<file path="config.mk">
export PLATFORM = sky130hd
export DESIGN_NAME = seg7_scan_driver
export DESIGN_NICKNAME = d
export VERILOG_FILES = /design/src/rtl/seg7_scan_driver.sv
export SDC_FILE = /design/constraint.sdc
export NUM_CORES = 1
export LEC_CHECK = 0
export BUFFER_PORTS_ARGS = -buffer_cell sky130_fd_sc_hd__buf_2
export CAP_MARGIN = 20
export CORE_ASPECT_RATIO = 0.7
export CORE_MARGIN = 5
export CORE_UTILIZATION = 45
export CTS_CLUSTER_DIAMETER = 100
export CTS_CLUSTER_SIZE = 10
export DETAILED_ROUTE_END_ITERATION = 16
export PLACE_DENSITY = 0.64
export SLEW_MARGIN = 20
export SYNTH_ARGS = -nofsm -noshare
export SYNTH_HDL_FRONTEND = slang
export SYNTH_SLANG_ARGS = --single-unit
</file>
<file path="constraint.sdc">
create_clock -name clk_50mhz -period 3.1 [get_ports clk_50mhz]
set_clock_uncertainty 0.2 [all_clocks]
set_input_delay 0.62 -clock clk_50mhz [delete_from_list [all_inputs] [get_ports clk_50mhz]]
set_output_delay 0.62 -clock clk_50mhz [all_outputs]
set_load 0.03 [all_outputs]
</file>
<file path="src/rtl/seg7_scan_driver.sv">
// Multiplexed 7-segment scan driver with hex font, per-digit dp/blank and frame-boundary double buffering.
// Optional leading-zero suppression is enabled by defining SEG7_LZ_BLANK_EN.
module seg7_scan_driver #(
    parameter int unsigned DIGITS         = 8,
    parameter int unsigned CNT_SCAN       = 50000,
    parameter int unsigned SEL_ACTIVE_LOW = 1,
    parameter int unsigned SEG_ACTIVE_LOW = 1
) (
    input  logic                  clk_50mhz,
    input  logic                  rst_n,
    input  logic                  en,
    input  logic                  load,
    input  logic [4*DIGITS-1:0]   dis_data,
    input  logic [DIGITS-1:0]     dp,
    input  logic [DIGITS-1:0]     blank,
    output logic [DIGITS-1:0]     sel,
    output logic [7:0]            seg,
    output logic                  frame_done
);

    localparam int unsigned CNT_W  = (CNT_SCAN > 1) ? $clog2(CNT_SCAN) : 1;
    localparam int unsigned IDX_W  = (DIGITS > 1) ? $clog2(DIGITS) : 1;
    localparam int unsigned DATA_W = 4 * DIGITS;

    localparam logic [CNT_W-1:0]  CNT_LAST = CNT_W'(CNT_SCAN - 1);
    localparam logic [IDX_W-1:0]  IDX_LAST = IDX_W'(DIGITS - 1);
    localparam logic [DIGITS-1:0] SEL_OFF  = (SEL_ACTIVE_LOW != 0) ? {DIGITS{1'b1}} : {DIGITS{1'b0}};
    localparam logic [7:0]        SEG_OFF  = (SEG_ACTIVE_LOW != 0) ? 8'hFF : 8'h00;

    logic [CNT_W-1:0]  cnt_q, cnt_d;
    logic [IDX_W-1:0]  idx_q, idx_d;
    logic [DATA_W-1:0] shd_data_q, shd_data_d;
    logic [DIGITS-1:0] shd_dp_q, shd_dp_d;
    logic [DIGITS-1:0] shd_blank_q, shd_blank_d;
    logic [DATA_W-1:0] act_data_q, act_data_d;
    logic [DIGITS-1:0] act_dp_q, act_dp_d;
    logic [DIGITS-1:0] act_blank_q, act_blank_d;
    logic [DIGITS-1:0] sel_q, sel_d;
    logic [7:0]        seg_q, seg_d;
    logic              frame_done_q, frame_done_d;

    logic              tick;
    logic              wrap;
    logic [3:0]        cur_nib;
    logic              cur_dark;
    logic [7:0]        cur_seg_al;
    logic [DIGITS-1:0] lz_mask;

    // Hex font, active-low, dp off.
    function automatic logic [7:0] font_al(input logic [3:0] nib);
        logic [7:0] f;
        case (nib)
            4'h0: f = 8'hC0;
            4'h1: f = 8'hF9;
            4'h2: f = 8'hA4;
            4'h3: f = 8'hB0;
            4'h4: f = 8'h99;
            4'h5: f = 8'h92;
            4'h6: f = 8'h82;
            4'h7: f = 8'hF8;
            4'h8: f = 8'h80;
            4'h9: f = 8'h90;
            4'hA: f = 8'h88;
            4'hB: f = 8'h83;
            4'hC: f = 8'hC6;
            4'hD: f = 8'hA1;
            4'hE: f = 8'h86;
            default: f = 8'h8E;
        endcase
        return f;
    endfunction

`ifdef SEG7_LZ_BLANK_EN
    // A digit is suppressed when it and every digit above it are zero; digit 0 always shows.
    always_comb begin
        logic nz_seen;
        nz_seen = 1'b0;
        lz_mask = '0;
        for (int i = DIGITS - 1; i >= 1; i--) begin
            if (act_data_q[4*i +: 4] != 4'h0) begin
                nz_seen = 1'b1;
            end
            lz_mask[i] = ~nz_seen;
        end
    end
`else
    assign lz_mask = '0;
`endif

    always_comb begin
        cnt_d        = cnt_q;
        idx_d        = idx_q;
        shd_data_d   = shd_data_q;
        shd_dp_d     = shd_dp_q;
        shd_blank_d  = shd_blank_q;
        act_data_d   = act_data_q;
        act_dp_d     = act_dp_q;
        act_blank_d  = act_blank_q;
        sel_d        = SEL_OFF;
        seg_d        = SEG_OFF;
        frame_done_d = 1'b0;

        tick       = (cnt_q == CNT_LAST);
        wrap       = tick && (idx_q == IDX_LAST);
        cur_nib    = act_data_q[4*int'(idx_q) +: 4];
        cur_dark   = act_blank_q[idx_q] | lz_mask[idx_q];
        cur_seg_al = font_al(cur_nib) & {~act_dp_q[idx_q], 7'h7F};

        if (load) begin
            shd_data_d  = dis_data;
            shd_dp_d    = dp;
            shd_blank_d = blank;
        end

        if (!en) begin
            cnt_d = '0;
            idx_d = '0;
        end else begin
            cnt_d = tick ? '0 : cnt_q + CNT_W'(1);
            if (tick) begin
                idx_d = wrap ? '0 : idx_q + IDX_W'(1);
            end
            // Active data only changes at the frame boundary so a frame never tears.
            if (wrap) begin
                act_data_d   = shd_data_q;
                act_dp_d     = shd_dp_q;
                act_blank_d  = shd_blank_q;
                frame_done_d = 1'b1;
            end
            if (!cur_dark) begin
                sel_d = SEL_OFF ^ (DIGITS'(1) << idx_q);
                seg_d = cur_seg_al ^ ~SEG_OFF;
            end
        end
    end

    always_ff @(posedge clk_50mhz) begin
        if (!rst_n) begin
            cnt_q        <= '0;
            idx_q        <= '0;
            shd_data_q   <= '0;
            shd_dp_q     <= '0;
            shd_blank_q  <= '0;
            act_data_q   <= '0;
            act_dp_q     <= '0;
            act_blank_q  <= '0;
            sel_q        <= SEL_OFF;
            seg_q        <= SEG_OFF;
            frame_done_q <= 1'b0;
        end else begin
            cnt_q        <= cnt_d;
            idx_q        <= idx_d;
            shd_data_q   <= shd_data_d;
            shd_dp_q     <= shd_dp_d;
            shd_blank_q  <= shd_blank_d;
            act_data_q   <= act_data_d;
            act_dp_q     <= act_dp_d;
            act_blank_q  <= act_blank_d;
            sel_q        <= sel_d;
            seg_q        <= seg_d;
            frame_done_q <= frame_done_d;
        end
    end

    assign sel        = sel_q;
    assign seg        = seg_q;
    assign frame_done = frame_done_q;

endmodule

</file>
==> results.sh <==
export IMPL_max_slew_margin_pct=57.7
export IMPL_synth_top_family_by_area="simple AND/OR/NAND/NOR gates"
export IMPL_overflow=0
export IMPL_core_area_um2=11600
export IMPL_antenna_left=0
export IMPL_insertion_delay_ps=410
export IMPL_cpPeakStageDelay_ps=570
export IMPL_vias_per_cell=5.08
export IMPL_drv_slew=0
export IMPL_drive_above_1_share_pct=18.6
export IMPL_wl_per_cell_um=14.0
export IMPL_crit_chain="buf_4 -> mux4_1 -> mux2i_1 -> inv_2 -> ha_1 -> inv_1 -> nor3_1 -> a211oi_1 -> o21ai_1"
export IMPL_async_flop_share_pct=0
export IMPL_avgSynthCellArea_um2=9.43
export IMPL_worstHoldPathType="in2reg"
export IMPL_yosys_cell_types_count=39
export IMPL_nFillCells=1049
export IMPL_ctsLongestPathBuffers=2
export IMPL_place_port_buffers=68
export IMPL_arrival_ps=2780
export IMPL_p_leak_nw=2.54
export IMPL_firstDrtPassIters=5
export IMPL_gp_congestion=0.837
export IMPL_start_kind="flip-flop"
export IMPL_synthTopCellsByCount="dfxtp_1 (132), nand2_1 (117), nor2_1 (73)"
export IMPL_end_kind="flip-flop"
export IMPL_synth_simple_gate_area_share_pct=17.5
export IMPL_post_route_min_period_ps=2710
export IMPL_fin_util_pct=54.3
export IMPL_max_vdd_ir_drop_uv=369
export IMPL_worstMarginPinSlew_ps=634
export IMPL_yosysTopAreaCell="dfxtp_1"
export IMPL_yosysMostFrequentCell="dfxtp_1"
export IMPL_final_nets=690
export IMPL_setup_violations=0
export IMPL_powerDensity_nw_per_um2=600
export IMPL_hpwl_um=7790
export IMPL_grt_pass1_wl_um=18200
export IMPL_synth_compound_area_share_pct=7.19
export IMPL_fin_crit_sh_pct=87.5
export IMPL_htree_levels=4
export IMPL_synth_edff_count=0
export IMPL_path_clk_slew_ps=50
export IMPL_num_io_pins=69
export IMPL_fmax_mhz=369
export IMPL_n_antenna_cell=0
export IMPL_grt_start_max_net_pins=74
export IMPL_cts_buffers=17
export IMPL_root_buffer="clkbuf_16"
export IMPL_critPathRequiredTime_ps=3160
export IMPL_first_global_vias=3787
export IMPL_drt_iter0_markers=201
export IMPL_muxShareOfSynthArea_pct=16.0
export IMPL_rsz0062_at_grt="false"
export IMPL_cts_sinks=132
export IMPL_synth_adder_area_share_pct=3.07
export IMPL_slowest_stage="mux4_1"
export IMPL_area_growth_pct=19.1
export IMPL_postRouteWirelength_um=11000
export IMPL_drcViolationCount=0
export IMPL_crit_family="multiplexers"
export IMPL_ys_seq_elements=132
export IMPL_cts_resized=0
export IMPL_synth_flop_cell="dfxtp_1"
export IMPL_hold_buffers=0
export IMPL_tritoncts="done"
export IMPL_path_class="reg2reg"
export IMPL_grt_antenna_before_repair=0
export IMPL_vias=4010
export IMPL_synth_area_top_cells="dfxtp_1 (50%), mux2i_1 (11%), nand2_1 (8.3%), nor2_1 (5.2%), a21oi_1 (4.7%)"
export IMPL_synth_nets=626
export IMPL_fp_dieW_um=140
export IMPL_status="finished, final reports clean"
export IMPL_cts_setup_buffers=0
export IMPL_grt_usage_pct=16.1
export IMPL_die_h_um=101
export IMPL_cap_violations=0
export IMPL_hold_viol=0
export IMPL_routed_wl_met2_um=4880
export IMPL_dr_max_layer_used="met4"
export IMPL_ys_warnings_count=0
export IMPL_met1Wirelength_um=5350
export IMPL_synth_top_cell_area_share_pct=50.0
export IMPL_die_area_um2=14100
export IMPL_core_rowCount=33
export IMPL_finalSetupTns_ps=0
export IMPL_synthXorXnorAreaFrac_pct=2.32
export IMPL_start_util_pct=45.6
export IMPL_wl_met3_um=683
export IMPL_critPathBufInv=3
export IMPL_seq_area_frac_synth_pct=50.0
export IMPL_synthCells=561
export IMPL_synth_area_um2=5290
export IMPL_worstPathMaxFanout=11
-- worst min-delay path, delay by kind of cell --
kind          cells  cell delay, ps
simple gates      1              70
buf+inv           1              80
mux               1              50
-- flip-flops by register name, summed over array words and instances (netlist names) --
signal and flops:
act_blank_q 8, act_data_q 32, act_dp_q 8, cnt_q 16, frame_done 1, idx_q 3
seg 8, sel 8, shd_blank_q 8, shd_data_q 32, shd_dp_q 8
-- cell usage in the layout (no fill, tap or decap), drive strengths merged, types with 9 or more instances in the layout --
cell	n
nand2	117
nor3	9
mux4	10
inv	13
ha	13
nor2	73
clkbuf	22
buf	76
mux2i	57
a21oi	50
dfxtp	132
-- logic make-up (layout without fill, tap and decap cells) --
logic type,Yosys count,after routing
AOI/OAI and AO/OA,65,65
xor gates and xnor gates,14,14
adders and majority gates,13,13
buffers and inverters,44,116
DFF,132,132
muxes,69,69
and+or+nand+nor,224,224
-- final timing paths --
check,start,to,slack [ps],cells after the start
setup / recovery,idx_q[0]$_SDFFE_PP0P_,seg[3]$_SDFF_PP1_,390,9
hold / removal,blank[7],shd_blank_q[7]$_SDFFE_PN0P_,250,3
setup reg to reg,idx_q[0]$_SDFFE_PP0P_,seg[3]$_SDFF_PP1_,390,9
hold reg to reg,act_data_q[13]$_SDFFE_PN0P_,act_data_q[13]$_SDFFE_PN0P_,250,2
-- cell type report --
class | count | area [µm²] | share of cell area, %
Clock buffer | 22 | 464 | 7.37
Sequential cell | 132 | 2640 | 41.9
Inverter | 13 | 48.8 | 0.774
Timing Repair Buffer | 76 | 425 | 6.75
Multi-Input combinational cell | 385 | 2440 | 38.8
Tap cell | 157 | 196 | 3.12
Clock inverter | 5 | 80.1 | 1.27
-- power by group --
group | internal, mW | switching (mW) | leakage [nW]
clock | 1.20 | 0.659 | 0.260
sequential | 1.74 | 0.0229 | 1.08
combinational | 0.0723 | 0.0868 | 1.21
total | 3.01 | 0.769 | 2.54
-- routing by layer --
layer | vias up | global-route usage (%)
met5 | - | 0
met4 | 0 | 5.14
met3 | 14 | 6.31
met2 | 92 | 24.2
met1 | 1887 | 21.4
li1 | 2017 | -
-- per-stage QoR --
| step | hold slack, ps | cell area [µm²] | power [mW] | std cells | setup WS [ps] |
|---|---|---|---|---|---|
| 2_1_floorplan | 227 | 5290 | 1.90 | 561 | 621 |
| 3_3_place_gp | 236 | 5760 | 1.95 | 763 | 492 |
| 3_5_place_dp | 243 | 5760 | 1.96 | 763 | 398 |
| 4_1_cts | 232 | 6300 | 3.82 | 790 | 380 |
| 5_1_grt | 244 | 6300 | 3.92 | 790 | 163 |
| 6_report | 246 | 6300 | 3.78 | 790 | 386 |
(Power assumes the default switching activity.)
